<file path="config.mk">
export PLATFORM = sky130hd
export DESIGN_NAME = digit_serial_addsub
export DESIGN_NICKNAME = d
export VERILOG_FILES = /design/src/rtl/digit_serial_addsub.sv
export SDC_FILE = /design/constraint.sdc
export NUM_CORES = 1
export LEC_CHECK = 0
export ABC_AREA = 0
export ABC_CLOCK_PERIOD_IN_PS = 2100
export BUFFER_PORTS_ARGS = -buffer_cell sky130_fd_sc_hd__buf_2
export CORE_MARGIN = 8
export CORE_UTILIZATION = 31
export DETAILED_ROUTE_END_ITERATION = 6
export MAX_ROUTING_LAYER = met4
export REMOVE_ABC_BUFFERS = 1
export SYNTH_ARGS = -nofsm -noshare
export SYNTH_HDL_FRONTEND = slang
export SYNTH_SLANG_ARGS = --single-unit
</file>
<file path="constraint.sdc">
create_clock -name clk -period 2.1 [get_ports clk]
set_input_delay 0.105 -clock clk [delete_from_list [all_inputs] [get_ports clk]]
set_output_delay 0.105 -clock clk [all_outputs]
set_load 0.01 [all_outputs]
</file>
<file path="src/rtl/digit_serial_addsub.sv">
// Digit-serial adder/subtractor: DIGIT bits per cycle through an IDLE/RUN/DONE FSM.
// Define DIGIT_SERIAL_ADDSUB_SAT_EN to saturate the result (unsigned) on entry to DONE.
`timescale 1ns / 1ps
module digit_serial_addsub #(
   parameter int unsigned WIDTH = 8,
   parameter int unsigned DIGIT = 2
) (
   input  logic             clk,
   input  logic             rst,
   input  logic             in_valid,
   output logic             in_ready,
   input  logic             sub,
   input  logic [WIDTH-1:0] op1,
   input  logic [WIDTH-1:0] op2,
   output logic             out_valid,
   input  logic             out_ready,
   output logic [WIDTH-1:0] result,
   output logic             carry_out,
   output logic             overflow
);

   localparam int unsigned NDIG = WIDTH / DIGIT;
   localparam int unsigned CntW = (NDIG > 1) ? $clog2(NDIG) : 1;

   generate
      if (WIDTH < 1 || DIGIT < 1 || (WIDTH % DIGIT) != 0) begin : g_bad_param
         $error("digit_serial_addsub: WIDTH must be >= 1 and a multiple of DIGIT");
      end
   endgenerate

   typedef enum logic [1:0] {StIdle, StRun, StDone} state_e;

   state_e           state_q, state_d;
   logic [WIDTH-1:0] op1_q, op1_d, op2_q, op2_d;
   logic [WIDTH-1:0] acc_q, acc_d, result_q, result_d;
   logic [CntW-1:0]  cnt_q, cnt_d;
   logic             carry_q, carry_d, cout_q, cout_d, ovf_q, ovf_d;
`ifdef DIGIT_SERIAL_ADDSUB_SAT_EN
   logic             sub_q, sub_d;
`endif

   logic [DIGIT:0]   dsum;
   logic [WIDTH-1:0] full_sum;
   logic             last_digit;
   logic             msb_ovf;

   always_comb begin
      dsum       = {1'b0, op1_q[DIGIT-1:0]} + {1'b0, op2_q[DIGIT-1:0]}
                 + {{DIGIT{1'b0}}, carry_q};
      full_sum   = (acc_q >> DIGIT) | (WIDTH'(dsum[DIGIT-1:0]) << (WIDTH - DIGIT));
      last_digit = (cnt_q == CntW'(NDIG - 1));
      // Carry into the MSB is a ^ b ^ s at that bit; XOR with carry out gives signed overflow.
      msb_ovf    = op1_q[DIGIT-1] ^ op2_q[DIGIT-1] ^ dsum[DIGIT-1] ^ dsum[DIGIT];
   end

   always_comb begin
      state_d  = state_q;
      op1_d    = op1_q;
      op2_d    = op2_q;
      acc_d    = acc_q;
      result_d = result_q;
      cnt_d    = cnt_q;
      carry_d  = carry_q;
      cout_d   = cout_q;
      ovf_d    = ovf_q;
`ifdef DIGIT_SERIAL_ADDSUB_SAT_EN
      sub_d    = sub_q;
`endif
      unique case (state_q)
         StIdle: begin
            if (in_valid) begin
               op1_d   = op1;
               op2_d   = sub ? ~op2 : op2;
               carry_d = sub;
               acc_d   = '0;
               cnt_d   = '0;
`ifdef DIGIT_SERIAL_ADDSUB_SAT_EN
               sub_d   = sub;
`endif
               state_d = StRun;
            end
         end
         StRun: begin
            op1_d   = op1_q >> DIGIT;
            op2_d   = op2_q >> DIGIT;
            acc_d   = full_sum;
            carry_d = dsum[DIGIT];
            cnt_d   = cnt_q + 1'b1;
            if (last_digit) begin
               cout_d = dsum[DIGIT];
               ovf_d  = msb_ovf;
`ifdef DIGIT_SERIAL_ADDSUB_SAT_EN
               if (!sub_q && dsum[DIGIT]) begin
                  result_d = '1;
               end else if (sub_q && !dsum[DIGIT]) begin
                  result_d = '0;
               end else begin
                  result_d = full_sum;
               end
`else
               result_d = full_sum;
`endif
               state_d = StDone;
            end
         end
         StDone: begin
            if (out_ready) begin
               state_d = StIdle;
            end
         end
         default: state_d = StIdle;
      endcase
   end

   always_ff @(posedge clk or posedge rst) begin
      if (rst) begin
         state_q  <= StIdle;
         op1_q    <= '0;
         op2_q    <= '0;
         acc_q    <= '0;
         result_q <= '0;
         cnt_q    <= '0;
         carry_q  <= 1'b0;
         cout_q   <= 1'b0;
         ovf_q    <= 1'b0;
`ifdef DIGIT_SERIAL_ADDSUB_SAT_EN
         sub_q    <= 1'b0;
`endif
      end else begin
         state_q  <= state_d;
         op1_q    <= op1_d;
         op2_q    <= op2_d;
         acc_q    <= acc_d;
         result_q <= result_d;
         cnt_q    <= cnt_d;
         carry_q  <= carry_d;
         cout_q   <= cout_d;
         ovf_q    <= ovf_d;
`ifdef DIGIT_SERIAL_ADDSUB_SAT_EN
         sub_q    <= sub_d;
`endif
      end
   end

   assign in_ready  = (state_q == StIdle);
   assign out_valid = (state_q == StDone);
   assign result    = result_q;
   assign carry_out = cout_q;
   assign overflow  = ovf_q;

endmodule

</file>
==> qor.csv, run 1 <==
stage,metric,value,unit
power,p_leak,1.00,nW
layout,antenna_cells,0,
die,dieHeight,91.7,µm
layout,nets,225,
placement,routabilityCongestion,0.725,
global_routing,grt_pass1_vias,1407,
detailed_routing,drt_iter0_drc,94,
global_routing,grt_max_degree,38,
placement,port-buffer-count,32,
detailed_routing,dr.pass1.iters,6,
yosys,synth-main-ff-cell,dfrtp_1,
power,peakVddDrop,0.463,mV
clocking,cts_tree,done,
die,initial_utilization,32.2,%
clocking,path_clk_slew,0.07,ns
detailed_routing,vias,1346,
placement,dp_cells,263,
critical_path,path_cells,inv_1 -> fa_1 -> fa_1 -> xor2_1 -> xnor2_1 -> o21ai_0,
die,core_area,5510,µm²
worst_hold_path,hold_depth,2,
clocking,cts.path.max_buffers,2,
critical_path,slowest_delay,0.54,ns
timing,slew_violations,0,
global_routing,grt_pass1_wl,6920,µm
clocking,clk_latency,0.29,ns
yosys,ys_seq_area_share,52.1,%
timing,clock_skew,0.00431,ns
detailed_routing,ant_nets,0,
timing,worst_pin_slew,0.541,ns
clocking,numCtsBuffers,5,
power,p_per_area,1390,nW/µm²
flow_run,cap_violations,0,
die,dieArea,8410,µm²
layout,layout-drive-gt1-share,27.4,%
placement,dpl.hpwl,2840,µm
clocking,root_buffer,clkbuf_8,
detailed_routing,drc_errors,0,
critical_path,crit_required,2.26,ns
detailed_routing,routedWlPerCell,14.7,µm
layout,n_fill_cell,561,
yosys,yosys_warnings,0,
timing,finalSetupViolCount,0,
clocking,post-cts-setup-buffers,0,
yosys,yosysUniqueCellTypes,25,
global_routing,grt.total_usage,10.4,%
run_status,status,finished clean,
global_routing,grt_overflow,0,
timing,timing.fmax,523,MHz
critical_path,startpoint_type,flop,
yosys,synth_enable_flop_cells,0,
detailed_routing,via_per_inst,4.93,
critical_path,crit_top_cell,fa_1,
layout,fin_cells,273,
detailed_routing,wl,4010,µm
clocking,htreeDepth,2,
clocking,cts_resized,0,
die,rows,27,
critical_path,worstPathArrival,2.07,ns
clocking,cts_hold_buf,2,
critical_path,endpoint_kind,flop,
yosys,syn_area_per_cell,10.9,µm²
timing,final_hold_viol_count,0,
critical_path,r2r_cells,6,
critical_path,critPathSlowestCell,fa_1,
critical_path,crit_type,reg -> reg,
clocking,numClockSinks,37,
timing,maxSlewHeadroom,63.9,%
worst_hold_path,hp-class,in -> reg,
yosys,syn-instance-count,163,
timing,tns,0,ns
layout,syn_to_final_growth,19.9,%
timing,finalCritPeriodShare,91.0,%
die,pin_count,33,
critical_path,critPathMaxFanout,3,
global_routing,antenna_found_initial,0,
die,die_width,91.7,µm
timing,min_period,1.91,ns
timing,rsz0062_at_grt,false,
yosys,ys_ff_latch,37,
yosys,syn_area,1780,µm²
yosys,async_flop_share,100,%
[cells in the final DEF, fill, tap and decap left out, drive strengths merged, types with 6 or more instances in the layout]
cell type	count
buf	40
dfrtp	37
o21ai	18
nand2	12
inv	11
nor2b	10
a21oi	8
xnor2	7
a22oi	7
mux2	6
clkbuf	6
[critical path, delay by kind of cell (launching register included)]
family	cells	cell delay (ns)
AOI/OAI and AO/OA	1	0.08
xor gates and xnor gates	2	0.30
buffers and inverters	1	0.07
adders and majority gates	2	0.98
DFF	1	0.35
[report_power, final]
part	total, W	switching, W	internal (W)
Combinational	0.00123	0.000632	0.000602
Sequential	0.00124	0.000233	0.00101
Clock	0.000481	0.000250	0.000230
Total	0.00296	0.00111	0.00184
[area by class of cell]
type,count,area [µm²],share of cell area (%)
flip-flops and latches,37,926,43.5
multi-input cells,103,749,35.2
repair buffers,42,240,11.3
well taps,72,90.1,4.23
clock buffers,6,72.6,3.41
inverters,11,41.3,1.94
clock inverters,2,10.0,0.470
[metrics by stage]
stage                     hold slack [ns]  total power, W  setup slack, ns  util (%)  area [µm²]
after floorplan                     0.213         0.00203            0.276         -        1720
after global placement              0.248         0.00247            0.219      36.8        2030
after detailed placement            0.249         0.00251            0.187      36.8        2030
after CTS                          0.0643         0.00301            0.180      38.7        2130
after global routing               0.0616         0.00324           0.0316      38.7        2130
final                              0.0701         0.00296            0.188      38.7        2130
[sequential cells by signal, indices dropped and copies added (netlist names)]
name,cells
result,8
carry_q,1
op1_q,8
acc_q,6
overflow,1
carry_out,1
op2_q,8
cnt_q,2
state_q,2
[routing by layer]
layer | global-route usage (%) | wire, µm | vias up
met2 | 15.7 | 1800 | 35
met1 | 12.7 | 1980 | 654
li1 | - | - | 649
met3 | 3.26 | 174 | 8
met4 | 3.68 | 57 | 0
met5 | - | 0 | -
[logic make-up (layout without fill, tap and decap cells)]
family	count (synthesis)	in the layout	share of synthesized area, %
buffers and inverters	23	61	5.64
adder cells (fa/ha/maj)	4	4	3.66
AND/OR/NAND/NOR	28	28	8.17
XOR/XNOR	10	10	4.93
multiplexers	6	6	3.81
AO/OA/AOI/OAI	55	55	21.6
flip-flops	37	37	52.1
[worst paths after layout]
check | slack [ns] | end | start
max in group asynchronous | 1.30 | result[6]$_DFFE_PP0P_ | rst
hold reg to reg | 0.48 | result[6]$_DFFE_PP0P_ | result[6]$_DFFE_PP0P_
min in group asynchronous | 0.46 | acc_q[3]$_DFFE_PP0P_ | rst
setup / recovery | 0.19 | overflow$_DFFE_PP0P_ | op1_q[0]$_DFFE_PP0P_
setup reg to reg | 0.19 | overflow$_DFFE_PP0P_ | op1_q[0]$_DFFE_PP0P_
hold / removal | 0.07 | op1_q[6]$_DFFE_PP0P_ | op1[6]
[synth_stat cells (all sizes together) (2+ instances only)]
cell type  number  share of area (%)
a221o           5                2.8
o21ai          18                5.1
ha              2                1.4
buf            11                3.1
dfrtp          37                 52
a22oi           7                3.0
mux2            6                3.8
xor2            3                1.5
nand2          12                2.5
a21oi           8                2.3
xnor2           7                3.5
inv            11                2.3
nor2            3               0.63
fa              2                2.3
a22o            5                2.5
a2bb2oi         4                2.0
nor2b          10                3.5
o32ai           5                2.5
No activity file was read; power rests on OpenSTA's default activity.
==> run 2: changes to the inputs <==
REMOVE_ABC_BUFFERS = not set   (was 1)
==> run 2 against run 1 <==
Compared with the run above:
- worst setup slack worse by 0.0014 ns
- via count fell by 3.6%
- critical path depth did not move
- clock power increased by 14%
- count of clock-buffer cells in the layout up 1
- fmax about the same
- largest cell class unchanged
- final area increased by 0.88%
==> qor.csv, run 2 (synthesis results as in run 1) <==
stage,metric,value,unit,change
run_status,status,finished clean,,unchanged
worst_hold_path,hold_depth,2,,unchanged
worst_hold_path,hp-class,in -> reg,,unchanged
detailed_routing,drt_iter0_drc,41,,was 94
critical_path,startpoint_type,flop,,unchanged
layout,n_fill_cell,575,,was 561
clocking,post-cts-setup-buffers,0,,unchanged
layout,final_cell_mix,"37 x dfrtp_1, 32 x buf_2, 18 x o21ai_0, 12 x nand2_1, 11 x inv_1",,unchanged
critical_path,worstPathArrival,2.07,ns,about the same
global_routing,grt_max_degree,38,,unchanged
timing,clock_skew,0.00713,ns,was 0.00431 ns
critical_path,crit_top_cell,fa_1,,unchanged
global_routing,grt_use_met3,3.34,%,was 3.26%
layout,nets,225,,unchanged
clocking,numClockSinks,37,,unchanged
critical_path,slowest_delay,0.53,ns,was 0.54 ns
die,core_area,5510,µm²,unchanged
detailed_routing,routedWlPerCell,14.7,µm,about the same
placement,routabilityCongestion,0.762,,was 0.725
placement,postPlaceCellArea,2030,µm²,unchanged
detailed_routing,vias,1297,,was 1346
critical_path,path_cells,inv_1 -> fa_1 -> fa_1 -> xor2_1 -> xnor2_1 -> o21ai_0,,unchanged
critical_path,r2r_cells,6,,unchanged
layout,syn_to_final_growth,21.0,%,was 19.9%
critical_path,reg2reg_setup_slack,0.19,ns,about the same
timing,min_period,1.91,ns,about the same
power,p_per_area,1400,nW/µm²,was 1390 nW/µm²
die,die_width,91.7,µm,unchanged
power,p_leak,1.01,nW,was 1.00 nW
detailed_routing,wl,4020,µm,was 4010 µm
clocking,cts.path.max_buffers,2,,unchanged
layout,final_area,2150,µm²,was 2130 µm²
placement,dpl.hpwl,2810,µm,was 2840 µm
yosys,syn_nets,188,,
flow_run,cap_violations,0,,unchanged
global_routing,grt.total_usage,10.6,%,was 10.4%
die,dieHeight,91.7,µm,unchanged
layout,layout-drive-gt1-share,27.9,%,was 27.4%
timing,timing.hold.ws,0.0701,ns,about the same
timing,finalSetupViolCount,0,,unchanged
global_routing,grtUsageMet1,13.6,%,was 12.7%
critical_path,r2r_start,op1_q[0]$_DFFE_PP0P_,,unchanged
critical_path,r2r-end,overflow$_DFFE_PP0P_,,unchanged
die,initial_utilization,32.2,%,unchanged
timing,rsz0062_at_grt,false,,unchanged
timing,final_hold_viol_count,0,,unchanged
timing,worst_pin_slew,0.475,ns,was 0.541 ns
critical_path,crit_required,2.26,ns,about the same
critical_path,endpoint_kind,flop,,unchanged
timing,tns,0,ns,unchanged
clocking,root_buffer,clkbuf_8,,unchanged
layout,utilization,39.0,%,was 38.7%
detailed_routing,ant_nets,0,,unchanged
clocking,clk_latency,0.29,ns,about the same
global_routing,met2_usage,14.6,%,was 15.7%
timing,timing.fmax,523,MHz,about the same
clocking,cts_tree,done,,unchanged
timing,maxSlewHeadroom,68.3,%,was 63.9%
die,pin_count,33,,unchanged
clocking,path_clk_slew,0.08,ns,was 0.07 ns
detailed_routing,dr.pass1.iters,4,,was 6
worst_hold_path,hold_end,op1_q[6]$_DFFE_PP0P_,,unchanged
timing,finalCritPeriodShare,91.1,%,was 91.0%
critical_path,critPathMaxFanout,3,,unchanged
global_routing,grt_overflow,0,,unchanged
die,rows,27,,unchanged
critical_path,crit_type,reg -> reg,,unchanged
detailed_routing,drc_errors,0,,unchanged
layout,layout_commonest_cell,dfrtp_1,,unchanged
placement,port-buffer-count,32,,unchanged
layout,antenna_cells,0,,unchanged
timing,slew_violations,0,,unchanged
power,peakVddDrop,0.521,mV,was 0.463 mV
die,dieArea,8410,µm²,unchanged
critical_path,cp_top_family,adder cells,,unchanged
global_routing,antenna_found_initial,0,,unchanged
detailed_routing,via_per_inst,4.75,,was 4.93
critical_path,worst-path-buf-inv,1,,unchanged
worst_hold_path,min-delay-start,op1[6],,unchanged
clocking,htreeDepth,2,,unchanged
global_routing,busiest_layer,met2,,unchanged
critical_path,crit_start,op1_q[0]$_DFFE_PP0P_,,unchanged
clocking,numCtsBuffers,5,,unchanged
global_routing,grt_pass1_wl,6890,µm,was 6920 µm
global_routing,grt_pass1_vias,1355,,was 1407
critical_path,critPathSlowestCell,fa_1,,unchanged
run 2: worst max path at each step:
stage / cells past startpoint / end / slack, ns
finish: 6 / overflow$_DFFE_PP0P_ / 0.19
global route: 6 / overflow$_DFFE_PP0P_ / 0.10
CTS: 6 / overflow$_DFFE_PP0P_ / 0.17
detailed placement: 6 / overflow$_DFFE_PP0P_ / 0.19
global placement: 6 / overflow$_DFFE_PP0P_ / 0.22
floorplan: 6 / overflow$_DFFE_PP0P_ / 0.28
run 2: cell type report:
cell class | count | area (µm²) | area share (%)
Clock buffer | 7 | 96.3 | 4.48
Clock inverter | 1 | 5.00 | 0.233
Inverter | 11 | 41.3 | 1.92
Multi-Input combinational cell | 103 | 749 | 34.9
Sequential cell | 37 | 926 | 43.1
Tap cell | 72 | 90.1 | 4.19
Timing Repair Buffer | 42 | 240 | 11.2
run 2: power breakdown:
part	internal (W)	switching (W)	total, W	leakage (nW)
sequential	0.00101	0.000212	0.00122	0.480
clock	0.000297	0.000253	0.000550	0.0542
combinational	0.000593	0.000641	0.00123	0.476
run 2: what timing repair did:
action | CTS | global route
resized for setup | 0 | 0
hold buffers | 2 | 0
endpoints found under the hold margin | 38 | 0
endpoints found under the setup margin | 0 | 0
run 2: stage by stage:
step                      power, W  setup WS [ns]  instances
after detailed placement   0.00250          0.189        263
after global routing       0.00326          0.104        273
after CTS                  0.00306          0.175        273
final                      0.00301          0.187        273
after floorplan            0.00210          0.283        163
after global placement     0.00247          0.216        263
run 2: routing by layer:
metal	routed length [µm]	vias to the layer above	share of wire, %
met5	0	-	0
met3	183	8	4.6
met4	74	0	1.8
met1	2060	613	51
met2	1690	28	42
li1	-	648	-
==> run 3: changes to the inputs <==
PLACE_DENSITY_LB_ADDON = 0.1   (was not set)
==> run 3 against run 2 <==
Compared with the run above:
- combinational power about the same
- critical path type unchanged
- global-route usage up 0.18 points
- non-clock buffer count down 1
- worst setup slack worse by 0.011 ns
- wire length up 1.1%
- critical path depth unchanged
- clock skew about the same
- highest routed layer unchanged
- sequential share of layout area down 0.50 points
- power up 6.2%
==> qor.csv, run 3 (synthesis results as in run 1) <==
stage,metric,value,unit,change
timing,slew_violations,0,,unchanged
detailed_routing,via_per_inst,4.96,,was 4.75
layout,fin_cells,272,,was 273
placement,routabilityCongestion,0.755,,was 0.762
timing,finalSetupViolCount,0,,unchanged
layout,layout_commonest_cell,dfrtp_1,,unchanged
detailed_routing,wl,4060,µm,was 4020 µm
timing,rsz0062_at_grt,false,,unchanged
layout,nets,224,,was 225
power,clockPowerShare,22.8,%,was 18.3%
timing,timing.final.ws_setup,0.176,ns,was 0.187 ns
power,seqPwrFrac,39.2,%,was 40.7%
clocking,clk_latency,0.29,ns,about the same
global_routing,grt_overflow,0,,unchanged
power,switchingPower,0.00112,W,was 0.00111 W
run_status,status,finished clean,,unchanged
die,dieArea,8410,µm²,unchanged
power,peakVddDrop,0.408,mV,was 0.521 mV
placement,port-buffer-count,32,,unchanged
yosys,syn_nets,188,,unchanged
die,rows,27,,unchanged
clocking,root_buffer,clkbuf_8,,unchanged
placement,dpl_worst_slack,0.183,ns,was 0.189 ns
die,core_area,5510,µm²,unchanged
critical_path,slowest_delay,0.54,ns,was 0.53 ns
global_routing,grt_max_degree,38,,unchanged
flow_run,cap_violations,0,,unchanged
detailed_routing,vias,1348,,was 1297
critical_path,crit_top_cell,fa_1,,unchanged
timing,timing.fmax,520,MHz,was 523 MHz
power,swShare,35.0,%,was 36.8%
critical_path,startpoint_type,flop,,unchanged
die,initial_utilization,32.2,%,unchanged
critical_path,critPathSlowestCell,fa_1,,unchanged
timing,tns,0,ns,unchanged
critical_path,worstPathArrival,2.08,ns,was 2.07 ns
clocking,numCtsBuffers,5,,unchanged
power,p_int,0.00207,W,was 0.00190 W
global_routing,grt_pass1_vias,1468,,was 1355
detailed_routing,ant_nets,0,,unchanged
clocking,htreeDepth,2,,unchanged
layout,final_cell_mix,"37 x dfrtp_1, 32 x buf_2, 18 x o21ai_0, 12 x nand2_1, 11 x inv_1",,unchanged
power,comb_power_share,38.1,%,was 41.0%
layout,antenna_cells,0,,unchanged
clocking,numClockSinks,37,,unchanged
placement,dp_cells,262,,was 263
power,p_leak,1.02,nW,was 1.01 nW
detailed_routing,routedWlPerCell,14.9,µm,was 14.7 µm
power,p_per_area,1470,nW/µm²,was 1400 nW/µm²
timing,finalCritPeriodShare,91.6,%,was 91.1%
clocking,cts_tree,done,,unchanged
timing,maxSlewHeadroom,62.7,%,was 68.3%
timing,worst_pin_slew,0.559,ns,was 0.475 ns
critical_path,crit_type,reg -> reg,,unchanged
die,pin_count,33,,unchanged
detailed_routing,drt_iter0_drc,44,,was 41
detailed_routing,drc_errors,0,,unchanged
critical_path,cp_top_family,adder cells,,unchanged
timing,final_hold_viol_count,0,,unchanged
critical_path,worst-path-buf-inv,1,,unchanged
critical_path,endpoint_kind,flop,,unchanged
timing,clock_skew,0.00708,ns,was 0.00713 ns
layout,syn_to_final_growth,22.4,%,was 21.0%
global_routing,grt_pass1_wl,7140,µm,was 6890 µm
worst_hold_path,hp-class,in -> reg,,unchanged
placement,dpl.hpwl,2890,µm,was 2810 µm
global_routing,grt.total_usage,10.7,%,was 10.6%
critical_path,path_cells,inv_1 -> fa_1 -> fa_1 -> xor2_1 -> xnor2_1 -> o21ai_0,,unchanged
detailed_routing,dr.pass1.iters,5,,was 4
die,die_width,91.7,µm,unchanged
clocking,cts_resized,0,,unchanged
clocking,cts.path.max_buffers,2,,unchanged
clocking,path_clk_slew,0.08,ns,about the same
timing,min_period,1.92,ns,was 1.91 ns
timing,timing.hold.ws,0.0632,ns,was 0.0701 ns
critical_path,critPathMaxFanout,3,,unchanged
global_routing,antenna_found_initial,0,,unchanged
critical_path,crit_required,2.26,ns,about the same
die,dieHeight,91.7,µm,unchanged
layout,layout-drive-gt1-share,27.5,%,was 27.9%
run 3: layout make-up:
| class | count | area [µm²] |
|---|---|---|
| tap | 72 | 90.1 |
| clock inverter | 3 | 65.1 |
| fill | 553 | 3330 |
| multi-input combinational | 103 | 749 |
| inverter | 11 | 41.3 |
| clock buffer | 5 | 68.8 |
| timing repair buffer | 41 | 233 |
| sequential | 37 | 926 |
run 3: worst paths after layout:
check                                           start                     to  slack (ns)  cells after the start
worst min-delay path                           op1[6]   op1_q[6]$_DFFE_PP0P_        0.06                      2
min in group asynchronous                         rst   op1_q[7]$_DFFE_PP0P_        0.47                      4
worst min register to register  carry_out$_DFFE_PP0P_  carry_out$_DFFE_PP0P_        0.48                      2
worst max-delay path             op1_q[0]$_DFFE_PP0P_   overflow$_DFFE_PP0P_        0.18                      6
max in group asynchronous                         rst   overflow$_DFFE_PP0P_        1.29                      4
worst max register to register   op1_q[0]$_DFFE_PP0P_   overflow$_DFFE_PP0P_        0.18                      6
run 3: per-layer routing:
layer / GRT usage (%) / vias up / part of all wire (%)
li1: - / 647 / -
met5: - / - / 0
met2: 17.4 / 32 / 48
met3: 3.18 / 9 / 4.6
met1: 12.1 / 660 / 46
met4: 4.50 / 0 / 1.9
run 3: power by group through the flow:
stage	Clock, W	Combinational (W)	Sequential, W
floorplan	0	0.000886	0.00121
global placement	0	0.00121	0.00126
detailed placement	0	0.00123	0.00127
CTS	0.000752	0.00124	0.00125
global route	0.000793	0.00139	0.00130
finish	0.000727	0.00122	0.00125
run 3: stage by stage:
stage	total power, W	area [µm²]	util [%]
CTS	0.00325	2170	39.5
finish	0.00319	2170	39.5
floorplan	0.00210	1780	-
global placement	0.00247	2020	36.7
detailed placement	0.00250	2020	36.7
global route	0.00349	2170	39.5
run 3: worst reg2reg max path, delay by kind of cell (launching register included):
kind                     cells  cell delay (ns)
adder cells (fa/ha/maj)      2             0.97
buffers and inverters        1             0.08
flip-flops                   1             0.35
XOR/XNOR                     2             0.30
AO/OA/AOI/OAI                1             0.08
run 3: repair_timing:
item / 4_1_cts / 5_1_grt
setup endpoints to repair: 0 / 0
setup buffers: 0 / 0
hold endpoints to repair: 38 / 0
hold buffers: 2 / 0
